[src/rtl/wb_stage_pkg.sv]
// Shared types and constants for the NPC writeback stage.
package wb_stage_pkg;

  localparam int WB_AWIDTH = 5;
  localparam int WB_DWIDTH = 32;

  // Load access size; encoding 3 is not named and behaves as a word.
  typedef enum logic [1:0] {
    LS_B = 2'd0,
    LS_H = 2'd1,
    LS_W = 2'd2
  } ls_e;

  // One completed instruction waiting for retire.
  typedef struct packed {
    logic [WB_AWIDTH-1:0] rd;
    logic                 rd_wen;
    logic [WB_DWIDTH-1:0] data;
  } wb_entry_t;

endpackage

[src/rtl/wb_stage_load_align.sv]
// Load data alignment: picks the addressed byte/half out of the raw
// memory word and sign- or zero-extends it to the full data width.
module load_align
  import wb_stage_pkg::*;
#(
  parameter int DWIDTH = WB_DWIDTH
) (
  input  logic [1:0]        size,
  input  logic              unsigned_ext,
  input  logic [1:0]        addr_lo,
  input  logic [DWIDTH-1:0] word,
  output logic [DWIDTH-1:0] data
);

  logic [7:0]  b;
  logic [15:0] h;

  assign b = word[{addr_lo, 3'b000} +: 8];
  // Halfwords are naturally aligned, so only addr_lo[1] matters.
  assign h = word[{addr_lo[1], 4'b0000} +: 16];

  // Size select with extension; anything that is not byte/half is a word.
  always_comb begin
    data = word;
    case (size)
      LS_B:    data = {{(DWIDTH-8){b[7] & ~unsigned_ext}}, b};
      LS_H:    data = {{(DWIDTH-16){h[15] & ~unsigned_ext}}, h};
      default: data = word;
    endcase
  end

endmodule

[src/rtl/wb_stage.sv]
// Writeback stage: one-entry holding register between EXU/LSU and the
// register file, plus a per-register pending-write scoreboard for decode.
module wb_stage
  import wb_stage_pkg::*;
#(
  parameter int AWIDTH = WB_AWIDTH,
  parameter int DWIDTH = WB_DWIDTH,
  parameter int CNTW   = 2
) (
  input  logic              clk,
  input  logic              rst,
  input  logic              in_valid,
  output logic              in_ready,
  input  logic [AWIDTH-1:0] in_rd,
  input  logic              in_rd_wen,
  input  logic              in_is_load,
  input  logic [1:0]        in_load_size,
  input  logic              in_load_unsigned,
  input  logic [1:0]        in_addr_lo,
  input  logic [DWIDTH-1:0] in_result,
  output logic              retire_valid,
  input  logic              retire_ready,
  output logic [AWIDTH-1:0] retire_rd,
  output logic [DWIDTH-1:0] retire_data,
  output logic              rf_wen,
  output logic [AWIDTH-1:0] rf_waddr,
  output logic [DWIDTH-1:0] rf_wdata,
  input  logic              issue_valid,
  input  logic [AWIDTH-1:0] issue_rd,
  output logic              issue_stall,
  input  logic [AWIDTH-1:0] q_rs1,
  input  logic [AWIDTH-1:0] q_rs2,
  output logic              q_busy1,
  output logic              q_busy2
);

  localparam int NREGS = 1 << AWIDTH;
  localparam logic [CNTW-1:0] CNT_MAX = {CNTW{1'b1}};

  // The held entry uses the package struct, so widths must agree with it.
  if (AWIDTH != WB_AWIDTH || DWIDTH != WB_DWIDTH) begin : g_width_chk
    $error("wb_stage: AWIDTH/DWIDTH must match wb_stage_pkg");
  end

  logic              full;
  wb_entry_t         held;
  logic [DWIDTH-1:0] aligned;
  logic [DWIDTH-1:0] fmt_data;
  logic              fire_in;
  logic              inc;
  logic [CNTW-1:0]   cnt [NREGS];

  load_align #(.DWIDTH(DWIDTH)) u_align (
    .size         (in_load_size),
    .unsigned_ext (in_load_unsigned),
    .addr_lo      (in_addr_lo),
    .word         (in_result),
    .data         (aligned)
  );

  assign fmt_data     = in_is_load ? aligned : in_result;
  assign in_ready     = !full || retire_ready;
  assign fire_in      = in_valid && in_ready;
  assign retire_valid = full;
  assign retire_rd    = held.rd;
  assign retire_data  = held.data;

  // Write fires with the retire handshake, so a stalled entry writes once.
  // Gated by rst so a held entry is dropped without writing.
  assign rf_wen   = !rst && full && retire_ready && held.rd_wen && (held.rd != '0);
  assign rf_waddr = held.rd;
  assign rf_wdata = held.data;

  // Holding register: capture replaces a retiring entry in the same cycle.
  always_ff @(posedge clk) begin
    if (rst) begin
      full <= 1'b0;
      held <= '0;
    end else if (fire_in) begin
      full        <= 1'b1;
      held.rd     <= in_rd;
      held.rd_wen <= in_rd_wen;
      held.data   <= fmt_data;
    end else if (retire_ready) begin
      full <= 1'b0;
    end
  end

  assign issue_stall = (cnt[issue_rd] == CNT_MAX);
  assign inc         = issue_valid && (issue_rd != '0) && !issue_stall;
  assign q_busy1     = (cnt[q_rs1] != '0);
  assign q_busy2     = (cnt[q_rs2] != '0);

  // Scoreboard counters: +1 on issue, -1 on register-file write; x0 stays 0.
  always_ff @(posedge clk) begin
    if (rst) begin
      for (int i = 0; i < NREGS; i++) cnt[i] <= '0;
    end else begin
      cnt[0] <= '0;
      for (int i = 1; i < NREGS; i++) begin
        if (inc && issue_rd == AWIDTH'(i) && !(rf_wen && held.rd == AWIDTH'(i)))
          cnt[i] <= cnt[i] + 1'b1;
        else if (rf_wen && held.rd == AWIDTH'(i) && !(inc && issue_rd == AWIDTH'(i))
                 && cnt[i] != '0)
          cnt[i] <= cnt[i] - 1'b1;
      end
    end
  end

  // A write for a register with no pending issue means upstream lost track.
  always_ff @(posedge clk) begin
    if (!rst && rf_wen && !(inc && issue_rd == held.rd))
      assert (cnt[held.rd] != '0) else $error("wb_stage: scoreboard underflow on x%0d", held.rd);
  end

endmodule

[config.mk]
export PLATFORM = sky130hd
export DESIGN_NAME = wb_stage
export DESIGN_NICKNAME = d
export VERILOG_FILES = /design/src/rtl/wb_stage_pkg.sv /design/src/rtl/wb_stage_load_align.sv /design/src/rtl/wb_stage.sv
export SDC_FILE = /design/constraint.sdc
export NUM_CORES = 1
export LEC_CHECK = 0
export CORE_AREA = 2 2 131 158
export DETAILED_ROUTE_END_ITERATION = 10
export DIE_AREA = 0 0 133 160
export DONT_BUFFER_PORTS = 1
export REMOVE_ABC_BUFFERS = 1
export SKIP_CTS_REPAIR_TIMING = 1
export SLEW_MARGIN = 15
export SYNTH_ARGS = -nofsm -noshare
export SYNTH_HDL_FRONTEND = slang
export SYNTH_SLANG_ARGS = --single-unit
[constraint.sdc]
create_clock -name clk -period 3.8 [get_ports clk]
set_clock_uncertainty 0.2 [all_clocks]
set_input_delay 0.57 -clock clk [delete_from_list [all_inputs] [get_ports clk]]
set_output_delay 0.57 -clock clk [all_outputs]
set_load 0.01 [all_outputs]
==> impl_metrics.toml, run 1 <==
[status]
run_status = "complete, no violations"

[logic_synthesis]
synth_top_flop_cell = "sky130_fd_sc_hd__edfxtp_1"
synth_top_area_frac = 0.240
synthesis.instances = 937
synth_simple_gate_area_frac = 0.255
synth.avg_cell_area_um2 = 8.27
dominant_combinational_cell_family_by_area_after_synthesis = "simple AND/OR/NAND/NOR gates"
synthesis.area_mm2 = 0.00775
post_synth_most_frequent_cells = "127 x sky130_fd_sc_hd__nor2_1, 101 x sky130_fd_sc_hd__nand2_1, 74 x sky130_fd_sc_hd__buf_4, 66 x sky130_fd_sc_hd__a21oi_1, 62 x sky130_fd_sc_hd__edfxtp_1"
asyncSetResetFlopFracSynth = 0
yosys.area_share.xor_xnor = 0.0192
post_synth_mux_area_share = 0.0796
synth_cell_type_count = 77
synth_adder_area_share = 0.00162
synth_top_cells_by_area = "sky130_fd_sc_hd__edfxtp_1 24%, sky130_fd_sc_hd__dfxtp_1 10%, sky130_fd_sc_hd__buf_4 7.2%"
synth_warnings = 0
synth_enable_flop_cells = 62
synth_compound_area_frac = 0.194
yosysSeqAreaShare = 0.341
ys_ff_latch = 101
leading_cell_type_by_number_of_instances_after_synthesis = "sky130_fd_sc_hd__nor2_1"
cell_taking_the_most_area_after_synthesis = "sky130_fd_sc_hd__edfxtp_1"

[hold_path]
timing.hold.worst.class = "input port to flop"

[global_route]
grt_first_pass_wirelength_mm = 35.2
globalRouteOverflowTotal = 0
number_of_global_route_vias_before_repair = 6299
initial_antenna_violation_count = 0
groute.usage.overall = 0.211
grt_max_degree = 127

[route]
m1WireLength_mm = 8.94
drt-initial-drc-count = 570
dr.pass1.iters = 6
viasPerCell = 6.10
top_layer_used = "met4"
routed_wirelength_mm = 22.5
antenna_violating_nets_post_route = 0
vias = 6715
met3_length_mm = 1.60
route.met2.wl_mm = 10.7
post_drt_wl_per_cell_um = 20.4
residual_drc_count = 0

[die]
floorplan.io_pins = 144
core_mm2 = 0.0199
floorplan.die.width_um = 133
placementRows = 57
die_height_um = 160
floorplan.initialDensity = 0.389
die_area_mm2 = 0.0213

[clocking]
worst_skew_pair.late_latency_ns = 0.35
cts.sink_count = 101
clk_root_buffer_cell = "sky130_fd_sc_hd__clkbuf_16"
cts_max_path_buffers = 2
cts_tree = "done"
cts_inserted_buffers = 9
clkSlewWorstSetupHoldPaths_ns = 0.08
cts_htree_levels = 3

[pwr]
power_per_cell_area_mw_per_mm2 = 345
p_leak_uw = 0.00258
max-vdd-ir-drop_uv = 208
overall_power_consumption_uw = 2650

[setup_path]
critPathMaxFanout = 5
worstPathBufferInverterCount = 0
cp-end-kind = "output port"
crit_path_cell_trace = "and3b_1 -> a31oi_1 -> nand2_1 -> o211ai_1 -> o21ai_0 -> mux4_2"
setup.worst_path.class = "flop to output port"
cp_data_arrival_time_ns = 2.30
critical_path.top_delay_family = "compound AO/OA/AOI/OAI gates"
crit_path_top_delay_cell = "sky130_fd_sc_hd__mux4_2"
crit_path_start_kind = "flop"
crit_required_ns = 3.03
worst_path_largest_cell_delay_ns = 0.55

[timing]
finalSetupViolations = 0
hold_viol_final = 0
timing.setup.tns_ns = 0
period_share = 0.807
min_period_ns = 3.07
fmax_mhz = 326
slew_viol_final = 0
max_transition_margin = 0.445
rsz_0062_raised_after_global_routing = "no"
worst-slew-pin-transition_ns = 0.831

[placed_design]
finalWeightedCongestion = 0.931
place.port_buffers = 0
detailedPlacementHpwl_mm = 16.9

[flow_run]
maxCapViolations = 0

[cells_and_area]
share_of_final_layout_standard_cells_stronger_than_drive_strength_1 = 0.0730
final_net_count = 896
diodes = 0
area_delta_synth_final_pct = -0.840
==> routing by layer <==
metal / GRT usage / vias up
met5: 0 / -
met4: 0.121 / 0
met3: 0.0517 / 61
met2: 0.346 / 309
met1: 0.251 / 3176
li1: - / 3169
==> flip-flops by register name (all words and copies together), names as in the netlist <==
signal        cells
retire_rd         5
retire_valid      1
cnt              62
retire_data      32
held              1
==> worst reg2reg max path, delay by kind of cell (launching register included) <==
kind             cells  cell delay [ns]
and+or+nand+nor      5             1.74
DFF                  1             0.54
==> cell type report <==
type                            count  area [um^2]
Fill cell                        2003        12200
Multi-Input combinational cell    688         4260
Sequential cell                   101         2640
Tap cell                          265          332
Clock buffer                       10          239
Inverter                           21         78.8
Timing Repair Buffer               10         75.1
Clock inverter                      6         51.3
==> where the power goes <==
part | internal (uW) | total (uW) | switching (uW)
Combinational | 158 | 368 | 210
Sequential | 1230 | 1350 | 113
Clock | 477 | 934 | 457
Total | 1870 | 2650 | 780
==> cell families (layout without fill, tap and decap cells) <==
kind of cell,Yosys count,count (layout)
flip-flops,101,101
AND/OR/NAND/NOR,404,404
multiplexers,40,40
XOR/XNOR,17,17
AO/OA/AOI/OAI,226,226
adder cells (fa/ha/maj),1,1
buffers and inverters,148,47
==> final timing paths <==
kind	end	slack (ns)	startpoint	cells after the start
min	retire_rd[2]$_SDFFE_PP0P_	0.11	rst	1
max reg2reg	cnt[8][0]$_SDFFCE_PN0P_	1.07	retire_rd[1]$_SDFFE_PP0P_	5
max	issue_stall	0.73	cnt[29][1]$_SDFFCE_PP0P_	6
min reg2reg	held[32]$_SDFFE_PP0P_	0.29	held[32]$_SDFFE_PP0P_	2
==> per-stage QoR <==
| stage | hold slack [ns] | std cells | util | setup WS [ns] | cell area, um^2 |
|---|---|---|---|---|---|
| 4_1_cts | 0.0838 | 1101 | 0.386 | 0.715 | 7680 |
| 6_report | 0.111 | 1101 | 0.386 | 0.734 | 7680 |
| 3_3_place_gp | 0.291 | 1085 | 0.371 | 0.946 | 7390 |
| 5_1_grt | 0.0840 | 1101 | 0.386 | 0.635 | 7680 |
| 2_1_floorplan | 0.239 | 810 | - | 1.05 | 6980 |
| 3_5_place_dp | 0.291 | 1085 | 0.371 | 0.924 | 7390 |
==> cell usage in the layout, fill, tap and decap left out, types with 11 or more instances in the layout <==
master and n:
sky130_fd_sc_hd__and2_1 11, sky130_fd_sc_hd__mux4_2 17, sky130_fd_sc_hd__nor3_1 30, sky130_fd_sc_hd__nor2b_1 15, sky130_fd_sc_hd__nand2_1 101, sky130_fd_sc_hd__a21oi_1 66, sky130_fd_sc_hd__inv_1 19, sky130_fd_sc_hd__a211oi_1 28
sky130_fd_sc_hd__dfxtp_1 39, sky130_fd_sc_hd__edfxtp_1 62, sky130_fd_sc_hd__mux2i_1 20, sky130_fd_sc_hd__o21ai_0 34, sky130_fd_sc_hd__xor2_1 14, sky130_fd_sc_hd__nand3b_1 23, sky130_fd_sc_hd__nor2_1 127, sky130_fd_sc_hd__nand3_1 32
sky130_fd_sc_hd__nand4_1 11
Power figures use the tool's default switching activity.
==> inputs of run 2 (changes only) <==
- clock period: 3.8 -> 2.9 ns (I/O delays scaled with it)
==> impl_metrics.toml, run 2 (same netlist as run 1, synthesis figures left out) <==
[route]
residual_drc_count = 0
viasPerCell = 6.02
routed_wirelength_mm = 23.1
dr.pass1.iters = 5
drt-initial-drc-count = 469
vias = 6811
post_drt_wl_per_cell_um = 20.4
antenna_violating_nets_post_route = 0

[clocking]
clk_root_buffer_cell = "sky130_fd_sc_hd__clkbuf_16"
cts.sink_count = 101
cts_tree = "done"
cts_htree_levels = 3
worst_skew_pair.late_latency_ns = 0.36
cts_inserted_buffers = 9
clkSlewWorstSetupHoldPaths_ns = 0.08
cts_max_path_buffers = 2

[cells_and_area]
area_delta_synth_final_pct = 2.60
final_net_count = 927
layout_common_cells = "127 x sky130_fd_sc_hd__nor2_1, 101 x sky130_fd_sc_hd__nand2_1, 64 x sky130_fd_sc_hd__a21oi_1, 62 x sky130_fd_sc_hd__edfxtp_1, 39 x sky130_fd_sc_hd__dfxtp_1"
area_of_combinational_cells_with_multiple_inputs_mm2 = 0.00429
fin_util = 0.399
share_of_final_layout_standard_cells_stronger_than_drive_strength_1 = 0.108
area.sequential_mm2 = 0.00264
layout_commonest_cell = "sky130_fd_sc_hd__nor2_1"
largest_register_ffs = 62
diodes = 0
largest_register = "cnt"
num-fill-cells = 1996
stdcell_area_mm2 = 0.00795

[setup_path]
setup.worst_path.class = "flop to output port"
crit_path_cell_trace = "nor2_1 -> mux4_2 -> mux4_2 -> a21oi_2"
worstPathBufferInverterCount = 0
cp-end-kind = "output port"
critical_path.most_common_cell = "sky130_fd_sc_hd__mux4_2"
critical_path_stages = 4
critical_path.top_delay_family = "multiplexers"
rr_worst_depth = 6
cp_data_arrival_time_ns = 2.19
crit_path_start_kind = "flop"
critPathMaxFanout = 6
crit_path_top_delay_cell = "sky130_fd_sc_hd__mux4_2"
worst_path_largest_cell_delay_ns = 0.50
critPathLaunch = "cnt[30][1]$_SDFFCE_PP0P_"
r2r_start = "cnt[14][0]$_SDFFCE_PN0P_"
crit_required_ns = 2.27

[die]
floorplan.io_pins = 144
floorplan.initialDensity = 0.389
die_area_mm2 = 0.0213
floorplan.die.width_um = 133
core_mm2 = 0.0199
placementRows = 57
die_height_um = 160

[timing]
rsz_0062_raised_after_global_routing = "yes"
fin_hold_ws_ns = -0.00984
period_share = 0.975
min_period_ns = 2.83
finalSetupViolations = 0
hold_viol_final = 2
worst-slew-pin-transition_ns = 0.795
slew_viol_final = 0
max_transition_margin = 0.469
fmax_mhz = 354
setup_ws_ns = 0.0733

[placed_design]
place.port_buffers = 0
finalWeightedCongestion = 0.945
dp_slack_ns = 0.185
placed_cell_area_mm2 = 0.00753
detailedPlacementHpwl_mm = 17.0

[pwr]
p_leak_uw = 0.00274
overall_power_consumption_uw = 3490
clock_power_frac = 0.343
max-vdd-ir-drop_uv = 291
power_per_cell_area_mw_per_mm2 = 439
fraction_of_power_consumed_by_combinational_cells = 0.154
sequentialPowerShare = 0.503
cellInternalPower_uw = 2440
power.share.switching = 0.299
netSwitchingPower_uw = 1040

[status]
failed_checks = "hold timing"
run_status = "finished, violations left"

[hold_path]
whs_path_depth = 2
timing.hold.worst.class = "input port to flop"
worstHoldStart = "in_valid"

[global_route]
grt_max_degree = 127
number_of_global_route_vias_before_repair = 6532
groute.usage.overall = 0.216
globalRouteOverflowTotal = 0
grt_first_pass_wirelength_mm = 36.2
initial_antenna_violation_count = 0

[flow_run]
maxCapViolations = 0
-- run 2: area by class of cell --
| class | count | area share |
|---|---|---|
| inverter | 21 | 0.00992 |
| multi-input combinational | 688 | 0.540 |
| tap | 265 | 0.0417 |
| clock inverter | 7 | 0.00677 |
| clock buffer | 9 | 0.0283 |
| timing repair buffer | 41 | 0.0409 |
| sequential | 101 | 0.332 |
-- run 2: per-stage QoR --
step	setup TNS (ns)	hold WS [ns]	std cells
2_1_floorplan	0	0.239	810
3_3_place_gp	0	0.293	1103
3_5_place_dp	0	0.289	1103
4_1_cts	-0.0561	-0.0538	1119
5_1_grt	-0.0175	0.00629	1132
6_report	0	-0.00984	1132
-- run 2: worst paths after layout --
check / endpoint / slack [ns]
setup / recovery: q_busy1 / 0.07
hold reg to reg: held[32]$_SDFFE_PP0P_ / 0.29
setup reg to reg: cnt[14][1]$_SDFFCE_PN0P_ / 0.22
hold / removal: retire_valid$_SDFFE_PP0P_ / -0.01
-- run 2: power by group through the flow --
| stage | combinational, uW | clock [uW] | sequential [uW] |
|---|---|---|---|
| finish | 536 | 1200 | 1750 |
| global route | 590 | 1270 | 1770 |
| CTS | 505 | 1230 | 1750 |
| detailed placement | 502 | 0 | 1790 |
| global placement | 498 | 0 | 1780 |
| floorplan | 357 | 0 | 1760 |
-- run 2: per-layer routing --
layer  vias to the layer above  share of wire  GRT usage  wire length [um]
met5                         -              0          0                 0
met4                         0          0.055      0.122              1270
met3                        67          0.079     0.0419              1820
met2                       337           0.48      0.362             11000
met1                      3173           0.39      0.260              9020
li1                       3234              -          -                 -
==> inputs of run 3 (changes only) <==
- ABC_AREA: default -> 1
- CORE_AREA: 2 2 131 158 -> 2 2 132 160
- DIE_AREA: 0 0 133 160 -> 0 0 134 162
- PLACE_DENSITY_LB_ADDON: default -> 0.15
==> impl_metrics.toml, run 3 <==
[status]
run_status = "complete, no violations"

[global_route]
grt_max_degree = 88
globalRoute.busiestLayer = "met2"
number_of_global_route_vias_before_repair = 7608
grtUsageMet3 = 0.0556
groute.usage.overall = 0.248
grt.met2_usage = 0.429
grt_first_pass_wirelength_mm = 41.9
initial_antenna_violation_count = 0
globalRouteMet1Util = 0.290
globalRouteOverflowTotal = 0

[setup_path]
r2r_start = "cnt[7][0]$_SDFFCE_PN0P_"
rr_worst_depth = 12
crit_required_ns = 2.27
critPathLaunch = "cnt[14][0]$_SDFFCE_PN0P_"
crit_path_start_kind = "flop"
cp-end-kind = "output port"
r2r_setup_slack_ns = 0.41
setup.worst_path.class = "flop to output port"
cp_data_arrival_time_ns = 2.14
critPathMaxFanout = 4

[route]
vias = 7676
routed_wirelength_mm = 26.6
post_drt_wl_per_cell_um = 19.1
residual_drc_count = 0
dr.pass1.iters = 7
drt-initial-drc-count = 617
antenna_violating_nets_post_route = 0
viasPerCell = 5.52

[logic_synthesis]
leading_cell_type_by_number_of_instances_after_synthesis = "sky130_fd_sc_hd__nand2_1"
cell_taking_the_most_area_after_synthesis = "sky130_fd_sc_hd__edfxtp_1"
synth_enable_flop_cells = 62
synth_top_cells_by_area = "sky130_fd_sc_hd__edfxtp_1 23%, sky130_fd_sc_hd__nand2_1 15%, sky130_fd_sc_hd__dfxtp_1 9.8%"
synth_cell_type_count = 40
asyncSetResetFlopFracSynth = 0
synth_top_flop_cell = "sky130_fd_sc_hd__edfxtp_1"
synthesis.instances = 1204
ys_ff_latch = 101
post_synth_most_frequent_cells = "315 x sky130_fd_sc_hd__nand2_1, 146 x sky130_fd_sc_hd__nor2_1, 111 x sky130_fd_sc_hd__a21oi_1, 96 x sky130_fd_sc_hd__inv_1, 80 x sky130_fd_sc_hd__o21ai_0"
synthesis.area_mm2 = 0.00797
synth_warnings = 0
yosysSeqAreaShare = 0.331
synth_top_area_frac = 0.234
synth.avg_cell_area_um2 = 6.62

[timing]
slew_viol_final = 0
finalSetupViolations = 0
period_share = 0.958
max_transition_margin = 0.578
rsz_0062_raised_after_global_routing = "no"
min_period_ns = 2.78
fmax_mhz = 360
hold_viol_final = 0
worst-slew-pin-transition_ns = 0.630

[clocking]
cts_tree = "done"
cts_inserted_buffers = 9
worst_skew_pair.late_latency_ns = 0.36
clk_root_buffer_cell = "sky130_fd_sc_hd__clkbuf_16"
clkSlewWorstSetupHoldPaths_ns = 0.08
cts.sink_count = 101
cts_htree_levels = 3
cts_max_path_buffers = 2

[pwr]
cellInternalPower_uw = 2530
p_leak_uw = 0.00343
max-vdd-ir-drop_uv = 323
netSwitchingPower_uw = 1210
fraction_of_power_consumed_by_combinational_cells = 0.176
clock_power_frac = 0.349
power.share.switching = 0.324
overall_power_consumption_uw = 3740
sequentialPowerShare = 0.474
power_per_cell_area_mw_per_mm2 = 463

[placed_design]
finalWeightedCongestion = 0.993
placed_cell_area_mm2 = 0.00775
place.port_buffers = 0
detailedPlacementHpwl_mm = 19.9

[die]
die_height_um = 162
floorplan.io_pins = 144
floorplan.die.width_um = 134
floorplan.initialDensity = 0.398
die_area_mm2 = 0.0217
placementRows = 57
core_mm2 = 0.0200

[cells_and_area]
area_of_combinational_cells_with_multiple_inputs_mm2 = 0.00415
stdcell_area_mm2 = 0.00807
area_delta_synth_final_pct = 1.24
area.sequential_mm2 = 0.00264
largest_register_ffs = 62
layout_commonest_cell = "sky130_fd_sc_hd__nand2_1"
largest_register = "cnt"
diodes = 0
final_net_count = 1186
share_of_final_layout_standard_cells_stronger_than_drive_strength_1 = 0.0639
layout_common_cells = "315 x sky130_fd_sc_hd__nand2_1, 145 x sky130_fd_sc_hd__nor2_1, 111 x sky130_fd_sc_hd__a21oi_1, 95 x sky130_fd_sc_hd__inv_1, 80 x sky130_fd_sc_hd__o21ai_0"
num-fill-cells = 2151

[hold_path]
whs_path_depth = 2
worstHoldStart = "in_is_load"
timing.hold.worst.class = "input port to flop"

[flow_run]
maxCapViolations = 0
## run 3: metrics by stage
step | setup slack, ns | instances | hold slack, ns | TNS (ns) | util
6_report | 0.122 | 1391 | 0.00756 | 0 | 0.403
5_1_grt | 0.000957 | 1391 | 0.000611 | 0 | 0.403
4_1_cts | 0.154 | 1390 | -0.0748 | 0 | 0.402
3_5_place_dp | 0.196 | 1374 | 0.291 | 0 | 0.387
3_3_place_gp | 0.234 | 1374 | 0.276 | 0 | 0.387
2_1_floorplan | -0.656 | 1081 | 0.256 | -45.57 | -
## run 3: cells by family after synthesis
group,synth area share
simple gates,0.329
mux,0.0213
flops,0.331
compound gates,0.150
xor+xnor,0.0187
buf+inv,0.148
fa+ha+maj,0.00157
## run 3: final timing paths
kind	endpoint
hold reg to reg	held[32]$_SDFFE_PP0P_
setup / recovery	q_busy2
hold / removal	retire_data[6]$_SDFFE_PP0P_
setup reg to reg	cnt[22][1]$_SDFFCE_PP0P_
## run 3: layout make-up
class | instances | area share
inverters | 100 | 0.0465
clock inverters | 5 | 0.00574
clock buffers | 11 | 0.0327
well taps | 265 | 0.0411
repair buffers | 29 | 0.0319
flip-flops and latches | 101 | 0.327
multi-input cells | 880 | 0.515
## run 3: per-layer routing
layer | wire length (um) | share of wire
met1 | 10500 | 0.39
met2 | 12900 | 0.49
met3 | 2000 | 0.075
met4 | 1190 | 0.045
met5 | 0 | 0
## run 3: power groups by stage
| stage | sequential (uW) | combinational, uW | clock, uW |
|---|---|---|---|
| final | 1770 | 660 | 1310 |
| after global routing | 1790 | 745 | 1390 |
| after CTS | 1770 | 653 | 1340 |
| after detailed placement | 1800 | 651 | 0 |
| after global placement | 1800 | 647 | 0 |
| after floorplan | 1780 | 447 | 0 |
## run 3: critical path, cell delays in order (launching register included)
cell	delay [ns]
sky130_fd_sc_hd__edfxtp_1	0.46
sky130_fd_sc_hd__nor2_1	0.34
sky130_fd_sc_hd__a21oi_1	0.10
sky130_fd_sc_hd__o21ai_0	0.10
sky130_fd_sc_hd__o211ai_1	0.13
sky130_fd_sc_hd__a31o_2	0.24
sky130_fd_sc_hd__o21ai_0	0.27
sky130_fd_sc_hd__inv_1	0.14
